[config.mk]
export PLATFORM = sky130hd
export DESIGN_NAME = pipe_stage_reg
export DESIGN_NICKNAME = d
export VERILOG_FILES = /design/src/rtl/pipe_stage_reg.sv
export SDC_FILE = /design/constraint.sdc
export NUM_CORES = 1
export LEC_CHECK = 0
export ABC_AREA = 1
export ABC_CLOCK_PERIOD_IN_PS = 1300
export BUFFER_PORTS_ARGS = -buffer_cell sky130_fd_sc_hd__buf_2
export CORE_MARGIN = 2
export CORE_UTILIZATION = 47
export CTS_CLUSTER_DIAMETER = 120
export DETAILED_ROUTE_END_ITERATION = 10
export PLACE_DENSITY_LB_ADDON = 0.15
export SYNTH_ARGS = -nofsm -noshare
export SYNTH_HDL_FRONTEND = slang
export SYNTH_SLANG_ARGS = --single-unit
export TNS_END_PERCENT = 10
[constraint.sdc]
create_clock -name clk -period 1.3 [get_ports clk]
set_input_delay 0.26 -clock clk [delete_from_list [all_inputs] [get_ports clk]]
set_output_delay 0.26 -clock clk [all_outputs]
set_load 0.005 [all_outputs]
[src/rtl/pipe_stage_reg.sv]
// Flow-controlled pipeline stage register with flush and bubble zeroing.
// Define PIPE_STAGE_SKID_EN for the two-entry skid buffer with a registered in_ready.
module pipe_stage_reg #(
    parameter int unsigned DATA_W = 64,
    parameter int unsigned CTRL_W = 16
) (
    input  logic              clk,
    input  logic              reset,
    input  logic              flush,
    input  logic              in_valid,
    output logic              in_ready,
    input  logic [DATA_W-1:0] in_data,
    input  logic [CTRL_W-1:0] in_ctrl,
    output logic              out_valid,
    input  logic              out_ready,
    output logic [DATA_W-1:0] out_data,
    output logic [CTRL_W-1:0] out_ctrl,
    output logic [1:0]        occ
);

`ifdef PIPE_STAGE_SKID_EN
    typedef enum logic [1:0] {EMPTY = 2'd0, ONE = 2'd1, FULL = 2'd2} state_t;

    state_t            state_q, state_d;
    logic              in_ready_q, in_ready_d;
    logic [DATA_W-1:0] m_data_q, m_data_d, s_data_q, s_data_d;
    logic [CTRL_W-1:0] m_ctrl_q, m_ctrl_d, s_ctrl_q, s_ctrl_d;
    logic              in_xfer, out_xfer;

    assign in_xfer  = in_valid & in_ready_q;
    assign out_xfer = (state_q != EMPTY) & out_ready;

    always_comb begin
        state_d  = state_q;
        m_data_d = m_data_q;
        m_ctrl_d = m_ctrl_q;
        s_data_d = s_data_q;
        s_ctrl_d = s_ctrl_q;
        case (state_q)
            EMPTY: begin
                if (in_xfer) begin
                    m_data_d = in_data;
                    m_ctrl_d = in_ctrl;
                    state_d  = ONE;
                end
            end
            ONE: begin
                if (in_xfer && out_xfer) begin
                    m_data_d = in_data;
                    m_ctrl_d = in_ctrl;
                end else if (in_xfer) begin
                    s_data_d = in_data;
                    s_ctrl_d = in_ctrl;
                    state_d  = FULL;
                end else if (out_xfer) begin
                    m_data_d = '0;
                    m_ctrl_d = '0;
                    state_d  = EMPTY;
                end
            end
            FULL: begin
                if (out_xfer) begin
                    m_data_d = s_data_q;
                    m_ctrl_d = s_ctrl_q;
                    s_data_d = '0;
                    s_ctrl_d = '0;
                    state_d  = ONE;
                end
            end
            default: begin
                m_data_d = '0;
                m_ctrl_d = '0;
                s_data_d = '0;
                s_ctrl_d = '0;
                state_d  = EMPTY;
            end
        endcase
        if (flush) begin
            m_data_d = '0;
            m_ctrl_d = '0;
            s_data_d = '0;
            s_ctrl_d = '0;
            state_d  = EMPTY;
        end
        // Ready is computed from next state so it leaves a flop with no out_ready path.
        in_ready_d = (state_d != FULL);
    end

    always_ff @(posedge clk or negedge reset) begin
        if (!reset) begin
            state_q    <= EMPTY;
            in_ready_q <= 1'b1;
            m_data_q   <= '0;
            m_ctrl_q   <= '0;
            s_data_q   <= '0;
            s_ctrl_q   <= '0;
        end else begin
            state_q    <= state_d;
            in_ready_q <= in_ready_d;
            m_data_q   <= m_data_d;
            m_ctrl_q   <= m_ctrl_d;
            s_data_q   <= s_data_d;
            s_ctrl_q   <= s_ctrl_d;
        end
    end

    assign in_ready  = in_ready_q;
    assign out_valid = (state_q != EMPTY);
    assign out_data  = m_data_q;
    assign out_ctrl  = m_ctrl_q;
    assign occ       = (state_q == FULL) ? 2'd2 : ((state_q == ONE) ? 2'd1 : 2'd0);
`else
    logic              m_valid_q, m_valid_d;
    logic [DATA_W-1:0] m_data_q, m_data_d;
    logic [CTRL_W-1:0] m_ctrl_q, m_ctrl_d;
    logic              in_xfer, out_xfer;

    assign in_ready = !m_valid_q | out_ready;
    assign in_xfer  = in_valid & in_ready;
    assign out_xfer = m_valid_q & out_ready;

    always_comb begin
        m_valid_d = m_valid_q;
        m_data_d  = m_data_q;
        m_ctrl_d  = m_ctrl_q;
        if (flush) begin
            m_valid_d = 1'b0;
            m_data_d  = '0;
            m_ctrl_d  = '0;
        end else if (in_xfer) begin
            m_valid_d = 1'b1;
            m_data_d  = in_data;
            m_ctrl_d  = in_ctrl;
        end else if (out_xfer) begin
            m_valid_d = 1'b0;
            m_data_d  = '0;
            m_ctrl_d  = '0;
        end
    end

    always_ff @(posedge clk or negedge reset) begin
        if (!reset) begin
            m_valid_q <= 1'b0;
            m_data_q  <= '0;
            m_ctrl_q  <= '0;
        end else begin
            m_valid_q <= m_valid_d;
            m_data_q  <= m_data_d;
            m_ctrl_q  <= m_ctrl_d;
        end
    end

    assign out_valid = m_valid_q;
    assign out_data  = m_data_q;
    assign out_ctrl  = m_ctrl_q;
    assign occ       = {1'b0, m_valid_q};
`endif

endmodule

==> results_dict.tcl, run 1 <==
set metrics [dict create \
    status "complete, no violations" \
    clock.fmax_mhz 770 \
    ant_nets 0 \
    avgSynthCellArea_um2 10.4 \
    viasPerCell 5.13 \
    synth.most_common_cell "nand3_1" \
    synth.ff_latch_count 81 \
    skew_ps 8.88 \
    cts.clk_slew.worst_paths_ps 80 \
    cp_data_arrival_time_ps 1040 \
    required_ps 1040 \
    io_buffers 167 \
    vias 3256 \
    synth_cell_types 14 \
    ir_drop_mv 0.615 \
    synth-seq-area-share 0.534 \
    final-setup-viol-count 0 \
    hpwlAfterDp_um 6020 \
    grt_util_all_layers 0.211 \
    rr_startpoint "out_valid$_DFFE_PN0P_" \
    synthArstFlopShare 1.00 \
    whs_ps 150 \
    cts_root_buf "clkbuf_8" \
    syn2layout_area_growth_pct 32.2 \
    maxCapViolCount 0 \
    fillers 670 \
    slew_viol_final 0 \
    wire_per_inst_um 15.1 \
    core-area_um2 7770 \
    grt_start_max_net_pins 82 \
    rsz0062_at_grt "true" \
    cp_max_fo 2 \
    power_density_nw_per_um2 1110 \
    startpoint "out_valid$_DFFE_PN0P_" \
    drtIter0Drc 131 \
    remaining_drc_errors 0 \
    postSynthCellCount 366 \
    cts_tree "yes" \
    gp_congestion 0.721 \
    die_h_um 93.9 \
    synthesis.area_um2 3800 \
    p_total_mw 5.58 \
    holdCritStartpoint "in_data[31]" \
    place_area_um2 4640 \
    endpoint_kind "output pin" \
    p_leak_nw 2.85 \
    drive_gt1_frac 0.487 \
    grt_pass1_vias 3082 \
    ys_warn_count 0 \
    clk_latency_ps 340 \
    ys_top_cells_by_count "nand3_1 (110), dfrtp_1 (81), nand2_1 (79)" \
    grt_pass1_wl_um 14600 \
    synth_largest_area_cell "dfrtp_1" \
    synth-edff-count 0 \
    setup.worst_path.class "flip-flop to output pin" \
    wl_um 9600 \
    cts_buffer_depth 2 \
    htree_levels 3 \
    critPathLaunchType "flip-flop" \
    fin_nets 613 \
    die-area_um2 8810 \
    period_share 0.999 \
    cts.sink_count 81 \
    yosysTopAreaCellShare 0.534 \
    ios 169 \
    initial_core_util 0.489 \
    yosys_most_used_dff "dfrtp_1" \
    min_period_ps 1300 \
    hp-class "input port to flip-flop" \
    cts-buffers-inserted 9 \
    design_area_um2 5020 \
    synth_top_cells_by_area "dfrtp_1 (53%), nand3_1 (15%), nand3_2 (13%)" \
    antenna_found_initial 0 \
    die_w_um 93.9 \
    hold_viol 0 \
    syn_nets 451 \
    firstDrtPassIters 4 \
    placementRows 32 \
    grt_overflow 0 \
]
per-layer routing:
metal	vias up	share of wire	global-route usage
li1	1557	-	-
met1	1569	0.42	0.278
met2	119	0.49	0.344
met3	11	0.075	0.0490
met4	0	0.011	0.0700
met5	-	0	0
repair_timing:
item / in CTS / in global routing
resized for setup: 2 / 3
gates cloned: 1 / 3
pin swaps: 1 / 1
buffers inserted: 3 / 0
hold buffers: 1 / 0
setup endpoints to repair: 1 / 33
hold endpoints to repair: 81 / 0
sequential cells by signal (all words and copies together) (netlist names):
name and count:
out_ctrl 16, out_data 64, out_valid 1
stage by stage:
stage | setup TNS [ps] | worst slack (ps) | std cells | util
floorplan | 0 | 226 | 366 | -
global placement | 0 | 181 | 611 | 0.597
detailed placement | 0 | 128 | 611 | 0.597
CTS | -20.0 | -15.5 | 631 | 0.634
global route | -567 | -51.3 | 634 | 0.646
finish | 0 | 1.74 | 635 | 0.646
kinds of logic after synthesis:
kind of cell | Yosys count | share of synthesized area
AND/OR/NAND/NOR | 244 | 0.368
flip-flops | 81 | 0.534
buffers and inverters | 39 | 0.0956
AO/OA/AOI/OAI | 1 | 0.00132
other | 1 | 0.000988
area by class of cell:
type                    instances  area [µm²]  area share
diodes                          1        2.50    0.000499
clock buffers                  13         179      0.0357
clock inverters                 2        35.0     0.00698
inverters                       4        17.5     0.00349
multi-input cells             246        1430       0.284
flip-flops and latches         81        2030       0.404
well taps                     102         128      0.0254
repair buffers                186        1200       0.240
critical path, cell delays in order (launching register included):
cell	delay, ps
dfrtp_1	400
nand2_4	80
buf_12	130
buf_6	100
cell usage in the layout, fill, tap and decap left out:
| cell type | n |
|---|---|
| inv_1 | 2 |
| inv_4 | 1 |
| conb_1 | 1 |
| bufbuf_16 | 1 |
| nand2_4 | 1 |
| clkbuf_16 | 3 |
| buf_4 | 4 |
| nand3_1 | 110 |
| nand2_2 | 4 |
| nand2_1 | 77 |
| buf_2 | 165 |
| buf_12 | 11 |
| inv_2 | 1 |
| diode_2 | 1 |
| nor2_8 | 1 |
| a21oi_1 | 1 |
| dlygate4sd3_1 | 1 |
| buf_6 | 1 |
| clkbuf_8 | 13 |
| nand3_2 | 50 |
| dfrtp_1 | 81 |
| nand2_8 | 1 |
| bufinv_16 | 1 |
| clkinv_2 | 1 |
power by group:
group	internal (mW)	total, mW	switching [mW]
clock	1.09	1.92	0.832
sequential	2.66	2.75	0.0907
combinational	0.417	0.912	0.495
final timing paths:
kind,endpoint,slack (ps),depth (start not counted)
hold / removal,out_data[31]$_DFFE_PN0P_,150,3
max in group asynchronous,out_data[15]$_DFFE_PN0P_,470,3
hold reg to reg,out_data[55]$_DFFE_PN0P_,500,2
min in group asynchronous,out_ctrl[0]$_DFFE_PN0P_,500,3
setup reg to reg,out_data[63]$_DFFE_PN0P_,30,7
setup / recovery,in_ready,2,3
No activity file was read; power rests on OpenSTA's default activity.
==> inputs of run 2 (changes only) <==
--- a/config.mk
+++ b/config.mk
@@ -7,7 +7,7 @@
 export LEC_CHECK = 0
 export ABC_AREA = 1
 export ABC_CLOCK_PERIOD_IN_PS = 1300
-export BUFFER_PORTS_ARGS = -buffer_cell sky130_fd_sc_hd__buf_2
+export BUFFER_PORTS_ARGS = -buffer_cell sky130_fd_sc_hd__clkbuf_2
 export CORE_MARGIN = 2
 export CORE_UTILIZATION = 47
 export CTS_CLUSTER_DIAMETER = 120
==> run 2 against run 1 <==
Compared with the run above:
- register-to-register slack better by 20 ps
- clock skew fell by 3.0 ps
- clock power is 14% higher
- largest power group unchanged
- clock-buffer cell count shrank 4
- largest cell class unchanged
- sequential cell count unchanged
- highest routed layer unchanged
- critical endpoint is now occ[0]
- combinational power down 6.8%
- critical path depth is 1 lower
==> results_dict.tcl, run 2 (synthesis results as in run 1) <==
set metrics [dict create \
    fin_nets 611 \
    holdPathStages 3 \
    rr_endpoint "out_data[49]$_DFFE_PN0P_" \
    worst-path-buf-inv 2 \
    layout_common_cells "clkbuf_2 (166), nand3_1 (110), dfrtp_1 (81), nand2_1 (79), nand3_2 (50)" \
    maxCapViolCount 0 \
    cp_data_arrival_time_ps 1010 \
    critPathLaunchType "flip-flop" \
    critical_path.cell_chain "buf_6, clkbuf_2" \
    startpoint "out_valid$_DFFE_PN0P_" \
    htree_levels 3 \
    remaining_drc_errors 0 \
    ios 169 \
    core-area_um2 7770 \
    syn2layout_area_growth_pct 30.3 \
    period_share 0.976 \
    cts_root_buf "clkbuf_8" \
    wire_per_inst_um 14.6 \
    clock.fmax_mhz 788 \
    power_density_nw_per_um2 1170 \
    worst_r2r_path_depth 6 \
    hp-class "input port to flip-flop" \
    setup.worst_path.class "flip-flop to output pin" \
    cpPeakStageDelay_ps 420 \
    drive_gt1_frac 0.482 \
    placementRows 32 \
    p_leak_nw 2.79 \
    design_area_um2 4950 \
    final-setup-viol-count 0 \
    vias 3189 \
    ant_nets 0 \
    drtIter0Drc 132 \
    firstDrtPassIters 4 \
    clk_latency_ps 340 \
    cts.sink_count 81 \
    final_common_cell "clkbuf_2" \
    ir_drop_mv 0.519 \
    holdPathEnd "out_data[8]$_DFFE_PN0P_" \
    cp_slowest_cell "dfrtp_1" \
    cts_buffer_depth 2 \
    gp_congestion 0.716 \
    grt_start_max_net_pins 82 \
    initial_core_util 0.489 \
    grt_pass1_wl_um 14700 \
    regToRegSetupSlack_ps 50 \
    hold_viol 0 \
    slew_viol_final 0 \
    die-area_um2 8810 \
    n_antenna_cell 0 \
    dpl_worst_slack_ps 122 \
    cts-buffers-inserted 9 \
    grt_pass1_vias 3015 \
    cp_max_fo 3 \
    rsz0062_at_grt "true" \
    min_period_ps 1270 \
    die_h_um 93.9 \
    grt_overflow 0 \
    cts_tree "yes" \
    cp_top_family "flip-flops" \
    endpoint_kind "output pin" \
    grt_util_all_layers 0.211 \
    die_w_um 93.9 \
    wl_um 9240 \
    skew_ps 5.85 \
    place_area_um2 4650 \
    holdCritStartpoint "in_data[8]" \
    antenna_found_initial 0 \
    cts.clk_slew.worst_paths_ps 90 \
    hpwlAfterDp_um 6130 \
    largest_reg_flops 64 \
    rr_startpoint "out_valid$_DFFE_PN0P_" \
    required_ps 1040 \
    io_buffers 167 \
    fin_ws_ps 30.9 \
    viasPerCell 5.04 \
    status "complete, no violations" \
]
==> run 2: worst max-delay path by stage <==
| stage | end | slack (ps) | cells after the start |
|---|---|---|---|
| final | occ[0] | 30 | 2 |
| after floorplan | in_ready | 230 | 3 |
| after CTS | in_ready | -30 | 3 |
| after detailed placement | out_data[37]$_DFFE_PN0P_ | 120 | 5 |
| after global placement | in_ready | 180 | 3 |
| after global routing | out_data[49]$_DFFE_PN0P_ | -20 | 7 |
==> run 2: metal layers <==
layer  vias to the layer above  global-route usage  routed length [µm]
met3                         7              0.0433                 572
met1                      1523               0.296                4140
met5                         -                   0                   0
met4                         0              0.0652                  78
met2                       107               0.333                4460
li1                       1552                   -                   -
==> run 2: worst min-delay path, delay by kind of cell <==
family	cells	cell delay, ps
buffers and inverters	1	80
and+or+nand+nor	2	120
==> run 2: metrics by stage <==
step	setup TNS (ps)	hold WS [ps]	utilization	cells	total power, mW
floorplan	0	-35.6	-	366	3.24
global placement	0	326	0.599	613	3.63
detailed placement	0	326	0.599	613	3.65
CTS	-44.4	118	0.639	634	5.87
global route	-76.6	127	0.637	633	6.09
finish	0	135	0.637	633	5.80
==> run 2: final cells by class <==
cell class,instances,area [µm²]
fillers,692,2820
flip-flops and latches,81,2030
multi-input cells,246,1410
repair buffers,184,1120
well taps,102,128
clock buffers,9,124
clock inverters,7,118
inverters,4,17.5
==> run 2: power by group <==
part	total [mW]	switching [mW]	leakage [nW]	internal, mW
Sequential	2.76	0.0982	1.08	2.66
Clock	2.19	0.909	0.124	1.28
Combinational	0.850	0.473	1.58	0.376
Total	5.80	1.48	2.79	4.32
==> run 2: repair_timing <==
| action | in CTS | in global routing |
|---|---|---|
| hold endpoints to repair | 81 | 0 |
| resized for setup | 1 | 1 |
| hold buffers | 1 | 0 |
| gates cloned | 1 | 0 |
| buffers inserted | 3 | 0 |
| pin swaps | 1 | 1 |
| endpoints found under the setup margin | 1 | 34 |
==> inputs of run 3 (changes only) <==
--- a/config.mk
+++ b/config.mk
@@ -8,11 +8,12 @@
 export ABC_AREA = 1
 export ABC_CLOCK_PERIOD_IN_PS = 1300
 export BUFFER_PORTS_ARGS = -buffer_cell sky130_fd_sc_hd__clkbuf_2
+export CORE_ASPECT_RATIO = 0.7
 export CORE_MARGIN = 2
 export CORE_UTILIZATION = 47
 export CTS_CLUSTER_DIAMETER = 120
 export DETAILED_ROUTE_END_ITERATION = 10
-export PLACE_DENSITY_LB_ADDON = 0.15
+export PLACE_DENSITY = 0.8
 export SYNTH_ARGS = -nofsm -noshare
 export SYNTH_HDL_FRONTEND = slang
 export SYNTH_SLANG_ARGS = --single-unit
==> run 3 against run 2 <==
Compared with the run above:
- via count is 2.0% higher
- die area is 0.13% higher
- worst hold slack better by 14 ps
- total power is 7.7% higher
- core utilization is 0.71 points higher
- combinational power is 2% higher
- non-clock buffer count stayed put
- critical path depth is 1 higher
==> results_dict.tcl, run 3 (synthesis results as in run 1) <==
set metrics [dict create \
    hpwlAfterDp_um 6290 \
    whs_ps 149 \
    initial_core_util 0.484 \
    ir_drop_mv 0.802 \
    fillers 654 \
    rr_endpoint "out_ctrl[0]$_DFFE_PN0P_" \
    drtIter0Drc 244 \
    grt_start_max_net_pins 82 \
    antenna_found_initial 0 \
    fin_ws_ps 10.7 \
    viasPerCell 5.16 \
    grt_pass1_wl_um 15900 \
    cts_buffer_depth 2 \
    die_h_um 79.2 \
    worst_r2r_path_depth 7 \
    cts.clk_slew.worst_paths_ps 60 \
    hold_viol 0 \
    placementRows 27 \
    skew_ps 6.72 \
    final_common_cell "clkbuf_2" \
    holdCritStartpoint "in_data[18]" \
    cts-buffers-inserted 9 \
    core-area_um2 7840 \
    layout_common_cells "clkbuf_2 (165), nand3_1 (106), dfrtp_1 (80), nand2_1 (79), nand3_2 (54)" \
    wl_um 9630 \
    dp.cells 610 \
    largest_reg_flops 64 \
    p_leak_nw 2.83 \
    rsz0062_at_grt "true" \
    vias 3253 \
    min_period_ps 1290 \
    critPathLaunchType "flip-flop" \
    status "complete, no violations" \
    final-setup-viol-count 0 \
    holdPathEnd "out_data[18]$_DFFE_PN0P_" \
    remaining_drc_errors 0 \
    drive_gt1_frac 0.488 \
    grt_pass1_vias 3312 \
    critical_path.cell_chain "nand2_4, buf_12, buf_6" \
    syn2layout_area_growth_pct 33.0 \
    rr_startpoint "out_valid$_DFFE_PN0P_" \
    regToRegSetupSlack_ps 50 \
    holdPathStages 3 \
    setup.worst_path.class "flip-flop to output pin" \
    firstDrtPassIters 4 \
    period_share 0.992 \
    ant_nets 0 \
    stdcell_count 630 \
    n_antenna_cell 0 \
    maxCapViolCount 0 \
    multi_input_area_um2 1430 \
    cp_slowest_cell "dfrtp_2" \
    endpoint_kind "output pin" \
    io_buffers 167 \
    cts.sink_count 81 \
    grt_util_all_layers 0.226 \
    clk_latency_ps 340 \
    fin_setup_tns_ps 0 \
    hp-class "input port to flip-flop" \
    power_density_nw_per_um2 1240 \
    seqCellArea_um2 2030 \
    grt_overflow 0 \
    cpPeakStageDelay_ps 430 \
    cts_tree "yes" \
    p_total_mw 6.24 \
    wire_per_inst_um 15.3 \
    die_w_um 111 \
    cp_data_arrival_time_ps 1030 \
    cts_root_buf "clkbuf_16" \
    gp_congestion 0.775 \
    clock.fmax_mhz 776 \
    required_ps 1040 \
    ios 169 \
    die-area_um2 8820 \
    fin_nets 611 \
    dpl_worst_slack_ps 81.2 \
    slew_viol_final 0 \
    cp_max_fo 2 \
    htree_levels 3 \
]
-- run 3: worst max-delay path by stage --
stage | from | to | cells after the start
after global placement | out_valid$_DFFE_PN0P_ | in_ready | 3
after global routing | out_valid$_DFFE_PN0P_ | in_ready | 3
final | out_valid$_DFFE_PN0P_ | in_ready | 3
after CTS | out_valid$_DFFE_PN0P_ | in_ready | 3
after floorplan | out_valid$_DFFE_PN0P_ | in_ready | 3
after detailed placement | out_valid$_DFFE_PN0P_ | out_ctrl[7]$_DFFE_PN0P_ | 4
-- run 3: final cells by class --
type	instances	share of cell area
inverters	4	0.00347
multi-input cells	246	0.284
well taps	101	0.0250
clock inverters	4	0.0139
flip-flops and latches	81	0.402
clock buffers	10	0.0454
repair buffers	184	0.227
-- run 3: power by group --
part / total (mW) / internal [mW] / switching (mW) / leakage (nW)
logic: 0.867 / 0.386 / 0.481 / 1.60
clock network: 2.61 / 1.65 / 0.958 / 0.148
registers: 2.77 / 2.67 / 0.101 / 1.08
total: 6.24 / 4.70 / 1.54 / 2.83
-- run 3: repair_timing --
| item | CTS | global route |
|---|---|---|
| resized for setup | 2 | 7 |
| cloned | 2 | 0 |
| endpoints found under the hold margin | 81 | 0 |
| buffers inserted | 3 | 0 |
| pin swaps | 1 | 0 |
| hold buffers | 1 | 0 |
| setup endpoints to repair | 1 | 43 |
-- run 3: stage by stage --
| stage | instance area, µm² | utilization |
|---|---|---|
| after CTS | 5010 | 0.640 |
| after global routing | 5050 | 0.644 |
| after floorplan | 3800 | - |
| final | 5050 | 0.644 |
| after global placement | 4610 | 0.588 |
| after detailed placement | 4610 | 0.588 |
-- run 3: routing by layer --
layer | up-vias | GRT usage | share of wire
met4 | 0 | 0.0704 | 0.012
met2 | 141 | 0.362 | 0.47
met5 | - | 0 | 0
met1 | 1553 | 0.294 | 0.43
met3 | 12 | 0.0763 | 0.087
li1 | 1547 | - | -
-- run 3: worst max-delay path, delay by kind of cell, from the launching register on --
family / cells / cell delay, ps
simple gates: 1 / 80
buf+inv: 2 / 180
flops: 1 / 430
